[config.mk]
export PLATFORM = sky130hd
export DESIGN_NAME = turn_signal_input_flat
export DESIGN_NICKNAME = d
export VERILOG_FILES = /design/src/rtl/tail_light_pkg.sv /design/src/rtl/turn_signal_input_if.sv /design/src/rtl/sw_debounce.sv /design/src/rtl/turn_signal_input.sv /design/src/flat_wrapper.sv
export SDC_FILE = /design/constraint.sdc
export NUM_CORES = 1
export LEC_CHECK = 0
export ABC_AREA = 1
export CORE_UTILIZATION = 50
export CTS_CLUSTER_DIAMETER = 30
export DETAILED_ROUTE_END_ITERATION = 8
export PLACE_DENSITY = 0.71
export SLEW_MARGIN = 0
export SYNTH_ARGS = -nofsm -noshare
export SYNTH_HDL_FRONTEND = slang
export SYNTH_SLANG_ARGS = --single-unit
[constraint.sdc]
create_clock -name clk -period 1.58 [get_ports clk]
set_clock_uncertainty 0.2 [all_clocks]
set_input_delay 0.158 -clock clk [delete_from_list [all_inputs] [get_ports clk]]
set_output_delay 0.158 -clock clk [all_outputs]
set_load 0.1 [all_outputs]
[src/rtl/tail_light_pkg.sv]
// Shared types and default constants for the tail-light input conditioning slice.
package tail_light_pkg;

  typedef enum logic {DB_STABLE, DB_CHECK} db_state_e;

  localparam int SYNC_STAGES_D = 2;
  localparam int DB_CYCLES_D   = 8;
  localparam int TICK_DIV_D    = 4;

endpackage

[src/rtl/turn_signal_input_if.sv]
// Switch inputs, debounced levels, tick and sequencer requests of the turn-signal front end.
interface turn_signal_input_if;
  logic left_sw;
  logic right_sw;
  logic haz_sw;
  logic left_db;
  logic right_db;
  logic haz_db;
  logic tick;
  logic a;
  logic b;

  modport master (
    output left_sw, right_sw, haz_sw,
    input  left_db, right_db, haz_db, tick, a, b
  );

  modport slave (
    input  left_sw, right_sw, haz_sw,
    output left_db, right_db, haz_db, tick, a, b
  );
endinterface

[src/rtl/sw_debounce.sv]
// One switch channel: SYNC_STAGES-deep synchronizer followed by a two-state debounce FSM.
module sw_debounce
  import tail_light_pkg::*;
#(
  parameter int SYNC_STAGES = SYNC_STAGES_D,
  parameter int DB_CYCLES   = DB_CYCLES_D
) (
  input  logic clk,
  input  logic reset,
  input  logic raw_i,
  output logic db_o
);

  localparam int CW = $clog2(DB_CYCLES + 1);
  localparam logic [CW-1:0] CNT_LAST = CW'(DB_CYCLES - 1);

  logic [SYNC_STAGES-1:0] sync_q;
  db_state_e              state_q;
  logic [CW-1:0]          cnt_q;
  logic                   db_q;
  logic                   s;

  assign s    = sync_q[SYNC_STAGES-1];
  assign db_o = db_q;

  always_ff @(posedge clk or posedge reset) begin
    if (reset) sync_q <= '0;
    else       sync_q <= {sync_q[SYNC_STAGES-2:0], raw_i};
  end

  // A single-cycle debounce has no CHECK dwell, so it flips straight from STABLE.
  always_ff @(posedge clk or posedge reset) begin
    if (reset) begin
      state_q <= DB_STABLE;
      cnt_q   <= '0;
      db_q    <= 1'b0;
    end else begin
      case (state_q)
        DB_STABLE: begin
          cnt_q <= '0;
          if (s != db_q) begin
            if (DB_CYCLES == 1) begin
              db_q <= ~db_q;
            end else begin
              state_q <= DB_CHECK;
              cnt_q   <= CW'(1);
            end
          end
        end
        DB_CHECK: begin
          if (s == db_q) begin
            state_q <= DB_STABLE;
            cnt_q   <= '0;
          end else if (cnt_q == CNT_LAST) begin
            db_q    <= ~db_q;
            cnt_q   <= '0;
            state_q <= DB_STABLE;
          end else begin
            cnt_q <= cnt_q + 1'b1;
          end
        end
        default: begin
          state_q <= DB_STABLE;
          cnt_q   <= '0;
        end
      endcase
    end
  end

endmodule

[src/rtl/turn_signal_input.sv]
// Debounces left/right/hazard switches and presents tick-aligned a/b requests to the sequencer.
module turn_signal_input
  import tail_light_pkg::*;
#(
  parameter int SYNC_STAGES = SYNC_STAGES_D,
  parameter int DB_CYCLES   = DB_CYCLES_D,
  parameter int TICK_DIV    = TICK_DIV_D
) (
  input logic               clk,
  input logic               reset,
  turn_signal_input_if.slave bus
);

  localparam int TW = $clog2(TICK_DIV);
  localparam logic [TW-1:0] TICK_LAST = TW'(TICK_DIV - 1);

  logic          left_db, right_db, haz_db;
  logic [TW-1:0] tick_cnt_q, tick_cnt_d;
  logic          tick;
  logic          req_a, req_b;
  logic          a_q, b_q;

  sw_debounce #(.SYNC_STAGES(SYNC_STAGES), .DB_CYCLES(DB_CYCLES)) u_left (
    .clk(clk), .reset(reset), .raw_i(bus.left_sw), .db_o(left_db)
  );
  sw_debounce #(.SYNC_STAGES(SYNC_STAGES), .DB_CYCLES(DB_CYCLES)) u_right (
    .clk(clk), .reset(reset), .raw_i(bus.right_sw), .db_o(right_db)
  );
  sw_debounce #(.SYNC_STAGES(SYNC_STAGES), .DB_CYCLES(DB_CYCLES)) u_haz (
    .clk(clk), .reset(reset), .raw_i(bus.haz_sw), .db_o(haz_db)
  );

  always_comb begin
    tick_cnt_d = (tick_cnt_q == TICK_LAST) ? '0 : tick_cnt_q + 1'b1;
  end

  always_ff @(posedge clk or posedge reset) begin
    if (reset) tick_cnt_q <= '0;
    else       tick_cnt_q <= tick_cnt_d;
  end

  // tick decodes straight off the counter register, so reset clears it immediately.
  assign tick  = (tick_cnt_q == TICK_LAST);
  assign req_a = left_db  | haz_db;
  assign req_b = right_db | haz_db;

  // a and b load together so a two-sided request is never seen half-applied.
  always_ff @(posedge clk or posedge reset) begin
    if (reset) begin
      a_q <= 1'b0;
      b_q <= 1'b0;
    end else if (tick) begin
      a_q <= req_a;
      b_q <= req_b;
    end
  end

  assign bus.left_db  = left_db;
  assign bus.right_db = right_db;
  assign bus.haz_db   = haz_db;
  assign bus.tick     = tick;
  assign bus.a        = a_q;
  assign bus.b        = b_q;

endmodule

[src/flat_wrapper.sv]
// flat-port wrapper written by rule: the top's interface ports become plain ports
module turn_signal_input_flat import tail_light_pkg::*;
#(
  parameter int SYNC_STAGES = SYNC_STAGES_D,
  parameter int DB_CYCLES   = DB_CYCLES_D,
  parameter int TICK_DIV    = TICK_DIV_D
)
  (clk, reset, bus_left_sw, bus_right_sw, bus_haz_sw, bus_left_db, bus_right_db, bus_haz_db, bus_tick, bus_a, bus_b);
  turn_signal_input_if bus_i ();
  input logic clk;
  input logic reset;
  input wire logic [$bits(bus_i.left_sw)-1:0] bus_left_sw;
  input wire logic [$bits(bus_i.right_sw)-1:0] bus_right_sw;
  input wire logic [$bits(bus_i.haz_sw)-1:0] bus_haz_sw;
  output wire logic [$bits(bus_i.left_db)-1:0] bus_left_db;
  output wire logic [$bits(bus_i.right_db)-1:0] bus_right_db;
  output wire logic [$bits(bus_i.haz_db)-1:0] bus_haz_db;
  output wire logic [$bits(bus_i.tick)-1:0] bus_tick;
  output wire logic [$bits(bus_i.a)-1:0] bus_a;
  output wire logic [$bits(bus_i.b)-1:0] bus_b;
  assign bus_i.left_sw = bus_left_sw;
  assign bus_i.right_sw = bus_right_sw;
  assign bus_i.haz_sw = bus_haz_sw;
  assign bus_left_db = bus_i.left_db;
  assign bus_right_db = bus_i.right_db;
  assign bus_haz_db = bus_i.haz_db;
  assign bus_tick = bus_i.tick;
  assign bus_a = bus_i.a;
  assign bus_b = bus_i.b;
  turn_signal_input #(.SYNC_STAGES(SYNC_STAGES), .DB_CYCLES(DB_CYCLES), .TICK_DIV(TICK_DIV)) u_core (.clk(clk), .reset(reset), .bus(bus_i));
endmodule
==> reports/metrics.yaml, run 1 <==
regToRegStartpoint: "u_core.u_left.cnt_q[0]"
reg2regPathDepth: 5
clkLatencyLatePin_ns: 0.32
number_of_pins_exceeding_their_max_slew_limit_in_the_final_report: 0
floorplan.initialDensity_pct: 55.7
timing.final.setup_violations: 0
combined_global_route_utilization_of_all_metal_layers_pct: 17.6
numCtsBuffers: 3
unrepaired_setup_endpoints_after_global_routing: "no"
endpoint_kind: "primary output"
timing.max_slew.rel_slack_pct: 84.9
drt_drc_violations_left: 0
syn-mean-instance-area_um2: 8.97
crit_path_start: "u_core.tick_cnt_q[0]"
layout-drive-gt1-share_pct: 11.0
period_minus_slack_ns: 1.50
synth_fp_nets: 137
dieArea_um2: 2490
die_h_um: 49.9
drt_iter0_drc: 18
nets: 155
clock_sink_count: 28
post_synth_num_cell_types: 9
rr_endpoint: "u_core.u_left.db_o"
startpoint_type: "flop"
finalWeightedCongestion: 0.820
layout.cell_area.non_filler_um2: 1400
dr.pass1.iters: 5
flow.area_growth_from_synthesis_pct: 21.9
h-tree-depth: 1
antenna_left: 0
critical_path_endpoint: "bus_tick"
detail_route.vias_per_cell: 5.04
post_route_clock_period_utilization_pct: 95.1
post-cts-setup-buffers: 0
critical_path_class: "flop to primary output"
transition_at_the_pin_with_the_smallest_max_transition_slack_ns: 0.226
count_of_yosys_warnings_during_synthesis: 0
clkTransAtPathRegs_ns: 0.14
port_bufs: 10
hold_class: "input port to flop"
die-width_um: 49.9
power_per_cell_area_nw_per_um2: 821
route.final.wire_length_mm: 1.89
tritoncts: "done"
ys_seq_elements: 28
antenna_found_initial: 0
antennaDiodeCount: 0
gate_count_of_the_mapped_netlist: 128
synth_seq_area_share_pct: 61.0
wl_per_cell_um: 11.0
crit_path_max_fo: 6
clk_path_buf_depth: 2
final.setup.tns_ns: 0
root_buffer: "sky130_fd_sc_hd__clkbuf_4"
status: "finished, final reports clean"
coreArea_um2: 2060
syn_area_um2: 1150
regToRegSetupSlack_ns: 0.33
route.vias.total: 867
p_leak_nw: 0.708
place_area_um2: 1360
first_global_vias: 784
critical_path_required_ns: 1.22
design.portCount: 11
finalHoldViolCount: 0
grt_max_degree: 19
vdd_ir_drop_max_mv: 0.579
worst_hold_slack_ns: 0.0535
grt_first_pass_wirelength_mm: 3.27
rows: 16
grt_overflow_total: 0
arrival_ns: 1.14
max_freq_mhz: 665
hpwl_mm: 1.39
drv_cap: 0
[critical path, stage by stage, from the launching register on]
cell	delay, ns
sky130_fd_sc_hd__dfrtp_1	0.38
sky130_fd_sc_hd__ha_2	0.26
sky130_fd_sc_hd__buf_12	0.19
[metrics by stage]
step | setup slack (ns) | power [mW] | util, % | std cells
after floorplan | 0.168 | 0.831 | - | 128
after global placement | 0.383 | 0.867 | 66.1 | 167
after detailed placement | 0.350 | 0.870 | 66.1 | 167
after CTS | 0.0635 | 1.16 | 67.9 | 172
after global routing | 0.0219 | 1.21 | 67.9 | 172
final | 0.0770 | 1.15 | 67.9 | 172
[state kept, by name, indices dropped and copies added (netlist names)]
register	count
u_core.u_haz.cnt_q	4
u_core.u_left.db_o	1
u_core.u_haz.state_q	1
u_core.u_left.sync_q	2
u_core.u_haz.sync_q	2
u_core.u_left.cnt_q	4
u_core.u_right.db_o	1
u_core.tick_cnt_q	2
u_core.u_right.state_q	1
u_core.bus.a	1
u_core.u_right.sync_q	2
u_core.u_left.state_q	1
u_core.u_right.cnt_q	4
u_core.u_haz.db_o	1
u_core.bus.b	1
[layout by cell type, fill, tap and decap left out, drive strengths merged]
cell and n:
ha 4, nor2 21, nand4 6, nand2 36, dfrtp 28, clkdlybuf4s50 4, buf 8, a31oi 2
nand3 12, dlygate4sd3 1, inv 19, clkbuf 4
[timing repair]
item / CTS / global route
endpoints found under the hold margin: 28 / 0
hold buffers: 1 / 0
gates resized for setup: 0 / 0
[synth_stat cells, drive strengths merged]
cell / count / area share [%]
a31oi: 2 / 1.1
nand2: 36 / 12
nand3: 12 / 5.2
ha: 4 / 4.4
dfrtp: 28 / 61
nand4: 6 / 3.3
inv: 19 / 6.2
nor2: 21 / 6.9
[per-layer routing]
metal / share of wire, % / global-route usage [%] / wire [µm]
met5: 0 / 0 / 0
met4: 1.8 / 7.62 / 34
met3: 3.9 / 4.63 / 73
met2: 44 / 27.3 / 842
met1: 50 / 23.1 / 944
[kinds of logic (layout without fill, tap and decap cells)]
family / Yosys count / in the layout / synth area share, %
AOI/OAI and AO/OA: 2 / 2 / 1.09
adders and majority gates: 4 / 4 / 4.36
buffers and inverters: 19 / 36 / 6.21
DFF: 28 / 28 / 61.0
and+or+nand+nor: 75 / 75 / 27.3
[power breakdown]
group	switching, mW	internal (mW)	leakage (nW)
clock network	0.193	0.0987	0.0150
logic	0.0566	0.0382	0.339
registers	0.0225	0.740	0.354
[worst min path at each step]
stage / from / end / depth (start not counted)
after global routing: bus_right_sw / u_core.u_right.sync_q[0] / 1
after CTS: bus_right_sw / u_core.u_right.sync_q[0] / 1
final: bus_right_sw / u_core.u_right.sync_q[0] / 1
after floorplan: bus_haz_sw / u_core.u_haz.sync_q[0] / 0
after global placement: u_core.u_haz.sync_q[0] / u_core.u_haz.sync_q[1] / 0
after detailed placement: u_core.u_right.sync_q[0] / u_core.u_right.sync_q[1] / 0
[cell type report]
| type | count | area, µm² |
|---|---|---|
| clock buffer | 4 | 26.3 |
| fill | 176 | 662 |
| inverter | 19 | 71.3 |
| multi-input combinational | 81 | 379 |
| sequential | 28 | 704 |
| tap | 27 | 33.8 |
| timing repair buffer | 13 | 185 |
Power figures use the tool's default switching activity.
==> run 2: changes to the inputs <==
- CORE_MARGIN: unset -> 1.5
- GPL_TIMING_DRIVEN: unset -> 0
==> run 2 against run 1 <==
Effect of this change:
- critical path depth down 1
- utilization down 8.7 points
- largest cell class unchanged
- highest routed layer unchanged
- die area up 4.0%
- via count down 4.7%
==> reports/metrics.yaml, run 2 (synthesis results as in run 1) <==
status: "finished, final reports clean"
unrepaired_setup_endpoints_after_global_routing: "no"
arrival_ns: 1.16
route.final.wire_length_mm: 1.76
cts_hold_buf: 0
worst_setup_slack_after_placement_ns: -0.487
endpoint_kind: "primary output"
critical_path_required_ns: 1.22
min_path_cells: 1
root_buffer: "sky130_fd_sc_hd__clkbuf_4"
regArea_um2: 704
grt_first_pass_wirelength_mm: 3.24
die_h_um: 50.9
drt_iter0_drc: 20
worst_hold_slack_ns: 0.0582
cp_num_buf_inv: 1
antenna_found_initial: 0
first_global_vias: 806
worst_path_largest_cell_delay_ns: 0.43
design.portCount: 11
layout.cell_area.non_filler_um2: 1300
combined_global_route_utilization_of_all_metal_layers_pct: 16.7
timing.max_slew.rel_slack_pct: 32.8
reg.largest.list: "u_core.u_haz.cnt_q (4), u_core.u_left.cnt_q (4), u_core.u_right.cnt_q (4)"
mostFrequentLayoutCells: "sky130_fd_sc_hd__nand2_1, sky130_fd_sc_hd__dfrtp_1, sky130_fd_sc_hd__nor2_1"
nets: 152
antennaDiodeCount: 0
route.vias.total: 826
transition_at_the_pin_with_the_smallest_max_transition_slack_ns: 1.01
port_bufs: 10
critical-path-top-delay-family: "buffers and inverters"
floorplan.initialDensity_pct: 52.4
count_of_non_filler_cells_in_the_finished_layout: 170
clk_path_buf_depth: 2
layout-drive-gt1-share_pct: 9.86
critical_path.cell_chain: "buf_2"
clkLatencyLatePin_ns: 0.32
power_per_cell_area_nw_per_um2: 873
numCtsBuffers: 3
startpoint_type: "flop"
post_route_clock_period_utilization_pct: 96.0
crit_path_max_fo: 4
placed_cells_incl_taps: 166
detail_route.vias_per_cell: 4.86
number_of_pins_exceeding_their_max_slew_limit_in_the_final_report: 0
finalHoldViolCount: 0
p_leak_nw: 0.681
flow.area_growth_from_synthesis_pct: 12.9
hpwl_mm: 1.33
drv_cap: 0
rows: 17
max_freq_mhz: 659
period_minus_slack_ns: 1.52
h-tree-depth: 1
finalWeightedCongestion: 0.788
place_area_um2: 1290
drt_drc_violations_left: 0
antenna_left: 0
clkTransAtPathRegs_ns: 0.14
grt_overflow_total: 0
die-width_um: 50.9
coreArea_um2: 2190
multi_input_area_um2: 379
mostFrequentLayoutCell: "sky130_fd_sc_hd__nand2_1"
fill_cells: 197
worst_slack_ns: 0.0625
vdd_ir_drop_max_mv: 0.727
tritoncts: "done"
clock_sink_count: 28
dr.pass1.iters: 4
hold_class: "input port to flop"
dieArea_um2: 2590
critical_path_class: "flop to primary output"
wl_per_cell_um: 10.3
timing.final.setup_violations: 0
final.setup.tns_ns: 0
reg2regPathDepth: 4
critPathSlowestCell: "sky130_fd_sc_hd__buf_2"
worst_path_depth: 1
grt_max_degree: 29
==> run 2: cell count changes in the layout (fill, tap and decap cells not counted), sizes merged <==
cell         change
buf              -2
dlygate4sd3      -1
==> run 2: per-layer routing <==
layer	vias up	routed length [µm]	global-route usage, %
met5	-	0	0
met4	0	34	8.11
met3	5	58	3.51
met2	16	831	27.1
met1	377	833	21.3
li1	428	-	-
==> run 2: final timing paths <==
| kind | from | slack [ns] | end |
|---|---|---|---|
| hold reg to reg | u_core.u_right.sync_q[0] | 0.17 | u_core.u_right.sync_q[1] |
| hold / removal | bus_right_sw | 0.06 | u_core.u_right.sync_q[0] |
| max in group asynchronous | reset | 0.34 | u_core.u_haz.db_o |
| min in group asynchronous | reset | 0.16 | u_core.u_right.cnt_q[3] |
| setup / recovery | u_core.u_right.db_o | 0.06 | bus_right_db |
| setup reg to reg | u_core.u_right.cnt_q[0] | 0.32 | u_core.u_right.state_q |
==> run 2: what timing repair did <==
item	CTS	global route
setup buffers	0	0
endpoints found under the setup margin	6	1
gates cloned	0	0
resized for setup	32	1
==> run 2: area by class of cell <==
type | instances | share of cell area (%)
clock buffer | 4 | 2.03
inverter | 19 | 5.50
sequential | 28 | 54.3
tap | 28 | 2.70
multi-input combinational | 81 | 29.2
timing repair buffer | 10 | 6.18
==> run 2: through the flow <==
step,utilization (%),power (mW)
after global placement,58.9,0.857
after floorplan,-,0.831
final,59.2,1.13
after global routing,59.2,1.18
after detailed placement,58.9,0.862
after CTS,59.0,1.15
==> run 2: power by group <==
part / internal [mW] / total [mW] / switching [mW]
Sequential: 0.740 / 0.761 / 0.0204
Clock: 0.0987 / 0.287 / 0.189
Combinational: 0.0276 / 0.0834 / 0.0558
Total: 0.867 / 1.13 / 0.265
